$ cat config.mk
export PLATFORM = sky130hd
export DESIGN_NAME = serial_adder
export DESIGN_NICKNAME = d
export VERILOG_FILES = /design/src/rtl/serial_adder_pkg.sv /design/src/rtl/full_adder.sv /design/src/rtl/serial_adder.sv
export SDC_FILE = /design/constraint.sdc
export NUM_CORES = 1
export LEC_CHECK = 0
export BUFFER_PORTS_ARGS = -buffer_cell sky130_fd_sc_hd__buf_2
export CORE_UTILIZATION = 59
export CTS_CLUSTER_SIZE = 16
export DETAILED_ROUTE_END_ITERATION = 6
export PLACE_DENSITY = 0.89
export SLEW_MARGIN = 30
export SYNTH_ARGS = -nofsm -noshare
export SYNTH_HDL_FRONTEND = slang
export SYNTH_SLANG_ARGS = --single-unit
$ cat constraint.sdc
create_clock -name clk -period 3.8 [get_ports clk]
set_input_delay 0.19 -clock clk [delete_from_list [all_inputs] [get_ports clk]]
set_output_delay 0.19 -clock clk [all_outputs]
set_load 0.02 [all_outputs]
$ cat src/rtl/serial_adder_pkg.sv
// serial_adder_pkg: shared types and defaults for the bit-serial adder.
// Revision: 1.0
`default_nettype none

package serial_adder_pkg;

  localparam int DEFAULT_WIDTH = 8;

  typedef enum logic [1:0] {
    IDLE = 2'd0,
    RUN  = 2'd1,
    DONE = 2'd2
  } state_t;

endpackage : serial_adder_pkg

`default_nettype wire

$ cat src/rtl/full_adder.sv
// full_adder: combinational one-bit adder cell, reused for every bit position.
// Revision: 1.0
`default_nettype none

module full_adder (
  input  logic a,
  input  logic b,
  input  logic cin,
  output logic s,
  output logic cout
);

  logic w_half;

  assign w_half = a ^ b;
  assign s      = w_half ^ cin;
  assign cout   = (a & b) | (cin & w_half);

endmodule : full_adder

`default_nettype wire

$ cat src/rtl/serial_adder.sv
// serial_adder: LSB-first bit-serial adder, one bit per clock through a single
// full_adder cell, with valid/ready on both operand and result sides. Revision: 1.0
`default_nettype none

module serial_adder
  import serial_adder_pkg::*;
#(
  parameter int WIDTH = DEFAULT_WIDTH
) (
  input  logic             clk,
  input  logic             rst,
  input  logic             start_valid,
  output logic             start_ready,
  input  logic [WIDTH-1:0] a,
  input  logic [WIDTH-1:0] b,
  input  logic             carry_in,
  output logic             result_valid,
  input  logic             result_ready,
  output logic [WIDTH-1:0] sum,
  output logic             carry_out,
  output logic             overflow
);

  // One extra bit so the counter can step past WIDTH-1 without wrapping.
  localparam int                CNT_W    = $clog2(WIDTH) + 1;
  localparam logic [CNT_W-1:0]  LAST_BIT = CNT_W'(WIDTH - 1);

  state_t             state_q;
  logic [WIDTH-1:0]   a_sh_q;
  logic [WIDTH-1:0]   b_sh_q;
  logic [WIDTH-1:0]   acc_q;
  logic               carry_q;
  logic [CNT_W-1:0]   cnt_q;
  logic               start_ready_q;
  logic               result_valid_q;
  logic [WIDTH-1:0]   sum_q;
  logic               cout_q;
  logic               ovf_q;

  logic               fa_s;
  logic               fa_cout;
  logic [WIDTH-1:0]   a_sh_d;
  logic [WIDTH-1:0]   b_sh_d;
  logic [WIDTH-1:0]   acc_d;

  full_adder u_cell (
    .a    (a_sh_q[0]),
    .b    (b_sh_q[0]),
    .cin  (carry_q),
    .s    (fa_s),
    .cout (fa_cout)
  );

  assign a_sh_d = a_sh_q >> 1;
  assign b_sh_d = b_sh_q >> 1;
  // New sum bit enters at the MSB so bit 0 ends up at position 0 after WIDTH shifts.
  assign acc_d  = WIDTH'({fa_s, acc_q} >> 1);

  always_ff @(posedge clk or posedge rst) begin
    if (rst) begin
      state_q        <= IDLE;
      a_sh_q         <= '0;
      b_sh_q         <= '0;
      acc_q          <= '0;
      carry_q        <= 1'b0;
      cnt_q          <= '0;
      start_ready_q  <= 1'b1;
      result_valid_q <= 1'b0;
      sum_q          <= '0;
      cout_q         <= 1'b0;
      ovf_q          <= 1'b0;
    end else begin
      case (state_q)
        IDLE: begin
          if (start_valid) begin
            a_sh_q        <= a;
            b_sh_q        <= b;
            carry_q       <= carry_in;
            acc_q         <= '0;
            cnt_q         <= '0;
            start_ready_q <= 1'b0;
            state_q       <= RUN;
          end
        end
        RUN: begin
          a_sh_q  <= a_sh_d;
          b_sh_q  <= b_sh_d;
          acc_q   <= acc_d;
          carry_q <= fa_cout;
          cnt_q   <= cnt_q + 1'b1;
          if (cnt_q == LAST_BIT) begin
            // carry_q here is the carry into the MSB.
            sum_q          <= acc_d;
            cout_q         <= fa_cout;
            ovf_q          <= carry_q ^ fa_cout;
            result_valid_q <= 1'b1;
            state_q        <= DONE;
          end
        end
        DONE: begin
          if (result_ready) begin
            result_valid_q <= 1'b0;
            start_ready_q  <= 1'b1;
            state_q        <= IDLE;
          end
        end
        default: begin
          result_valid_q <= 1'b0;
          start_ready_q  <= 1'b1;
          state_q        <= IDLE;
        end
      endcase
    end
  end

  assign start_ready  = start_ready_q;
  assign result_valid = result_valid_q;
  assign sum          = sum_q;
  assign carry_out    = cout_q;
  assign overflow     = ovf_q;

endmodule : serial_adder

`default_nettype wire

==> impl_metrics.json <==
{
  "crit_fanout": 25,
  "wire_per_inst_um": 14.5,
  "fin_total_pwr_mw": 1.54,
  "dieArea_um2": 3440,
  "period_needed_ns": 1.71,
  "crit_cells": 3,
  "start_util_pct": 62.1,
  "mostFrequentLayoutCells": "dfrtp_1 (41), buf_2 (32), nand2_1 (18)",
  "num-nets-final": 215,
  "min_from": "result_ready",
  "finalSetupViolCount": 0,
  "status": "complete, no violations",
  "synth_area_um2": 1900,
  "fin_crit_sh_pct": 45.0,
  "slew_violations": 0,
  "grt_max_degree": 43,
  "nFillCells": 242,
  "end_kind": "register",
  "rsz0062_at_grt": "no",
  "vdd_drop_max_mv": 0.373,
  "rows": 20,
  "hold_viol_final": 0,
  "power.density_nw_per_um2": 726,
  "path_clk_slew_ns": 0.12,
  "ff2ff_path_depth": 3,
  "die_x_um": 58.7,
  "critPathLaunch": "state_q[1]$_DFFE_PP0P_",
  "cts_buffer_depth": 2,
  "grt-ovfl-total": 0,
  "ios": 33,
  "port_buffers": 32,
  "drc": 0,
  "tritoncts.num_buffers": 5,
  "dp_hpwl_um": 2270,
  "reg2reg_from": "state_q[1]$_DFFE_PP0P_",
  "dr.pass1.iters": 5,
  "cts_tree": "built",
  "synth-seq-area-share_pct": 55.5,
  "hp-class": "primary input to register",
  "grtUsageMet3_pct": 6.15,
  "final_common_cell": "dfrtp_1",
  "viasPerCell": 5.53,
  "placed_cell_area_um2": 2040,
  "syn_inst": 161,
  "via_count": 1310,
  "crit_family": "simple AND/OR/NAND/NOR gates",
  "antenna_found_initial": 0,
  "synth_top_area_share_pct": 54.1,
  "grt_usage_pct": 22.9,
  "setup.worst_path.start_class": "register",
  "fin_tns_setup_ns": 0,
  "leakagePower_nw": 1.07,
  "setup_slack_ns": 2.09,
  "final_area_um2": 2130,
  "cts-root-buf": "clkbuf_4",
  "relSlewSlack_pct": 49.4,
  "yosysTopAreaCell": "dfrtp_1",
  "cts-resized-gates": 0,
  "holdBufCountCts": 1,
  "gr-usage-met2_pct": 35.3,
  "clkSinkCount": 42,
  "met1_usage_pct": 31.5,
  "drive_gt1_share_pct": 28.0,
  "fmax_mhz": 584,
  "yosysWarnings": 0,
  "globalplace.congestion": 0.752,
  "drt-initial-drc-count": 34,
  "critPathArrivalTime_ns": 1.99,
  "syn-num-nets": 184,
  "clk-insertion-delay-late_ns": 0.35,
  "coreArea_um2": 3050,
  "grt_pass1_vias": 1225,
  "worst_slew_pin_slew_ns": 0.760,
  "synth_area_per_cell_um2": 11.8,
  "synth_cell_types": 31,
  "fin_worst_skew_ns": 0.0108,
  "critPathMaxStageDelay_ns": 0.68,
  "maxCapViolCount": 0,
  "required_ns": 4.07,
  "busiest_layer": "met2",
  "path_class": "register to register",
  "wl_um": 3450,
  "cts_setup_buffers": 0,
  "die_height_um": 58.7,
  "cp_num_buf_inv": 0,
  "holdPathStages": 2,
  "num_antenna_cells": 0,
  "dp_slack_ns": 2.08,
  "cp_cell_sequence": "nor2b_1, nand2_1, o21ai_0",
  "yosys-top-cells-area": "dfrtp_1 (54%), mux2_2 (5.9%), and3b_1 (5.5%), o21ai_0 (4.5%), a22o_1 (4.2%)",
  "synth_seq_cells": 42,
  "syn2layout_area_growth_pct": 12.3,
  "cp_slowest_cell": "dfrtp_1",
  "cts_htree_levels": 2,
  "grt_pass1_wl_um": 5800,
  "ant_nets": 0
}
==> final timing paths <==
kind                                           end  slack [ns]
hold reg to reg              a_sh_q[4]$_DFFE_PP0P_        0.50
setup reg to reg              cnt_q[2]$_DFFE_PP0P_        2.09
min in group asynchronous     cnt_q[3]$_DFFE_PP0P_        0.50
max in group asynchronous  start_ready$_DFFE_PP1P_        2.94
setup / recovery              cnt_q[2]$_DFFE_PP0P_        2.09
hold / removal             start_ready$_DFFE_PP1P_        0.12
==> area by class of cell <==
class / count / area (um^2) / share of cell area (%)
clock buffers: 7 / 45.0 / 2.12
clock inverters: 1 / 30.0 / 1.41
inverters: 1 / 3.75 / 0.176
multi-input cells: 107 / 757 / 35.6
flip-flops and latches: 42 / 1050 / 49.4
well taps: 44 / 55.1 / 2.59
repair buffers: 35 / 185 / 8.70
==> stage by stage <==
step / hold WS, ns / std cells / util [%]
final: 0.115 / 237 / 69.7
after global routing: 0.107 / 237 / 69.7
after CTS: 0.104 / 237 / 69.7
after detailed placement: 0.344 / 228 / 66.9
after global placement: 0.331 / 228 / 66.9
after floorplan: 0.348 / 161 / -
==> Yosys cell counts, drive strengths merged <==
library cell   n
a21o           1
a21oi         14
a22o           9
a22oi          3
and3b         12
buf            8
clkbuf         3
dfrtp         41
dfstp          1
fa             1
ha             1
inv            1
mux2          11
nand2         18
nand3          1
nand4b         1
nor2           2
nor2b          7
nor3b          1
o21a           1
o21ai         20
o21bai         1
o32a           1
xnor2          1
xor2           1
==> cells by family after synthesis <==
group                      share of synthesized area [%]
and+or+nand+nor                                     14.1
adders and majority gates                           1.72
AOI/OAI and AO/OA                                   16.6
xor gates and xnor gates                           0.924
muxes                                               6.53
DFF                                                 55.5
buffers and inverters                               4.55
==> flip-flops by register name (all words and copies together) (netlist names) <==
| signal | cells |
|---|---|
| a_sh_q | 8 |
| b_sh_q | 8 |
| sum | 8 |
| acc_q | 7 |
| cnt_q | 4 |
| state_q | 2 |
| carry_out | 1 |
| carry_q | 1 |
| overflow | 1 |
| result_valid | 1 |
| start_ready | 1 |
==> layer usage <==
layer,vias to the layer above,part of all wire [%]
li1,634,-
met1,638,45
met2,34,49
met3,4,4.8
met4,0,0.70
met5,-,0
==> report_power, final <==
part,internal [mW],switching (mW),total (mW),leakage [nW]
clock network,0.140,0.138,0.278,0.0395
logic,0.247,0.282,0.530,0.486
registers,0.614,0.123,0.737,0.546
total,1.00,0.544,1.54,1.07
Note: power is estimated with default switching activity, not from simulation.
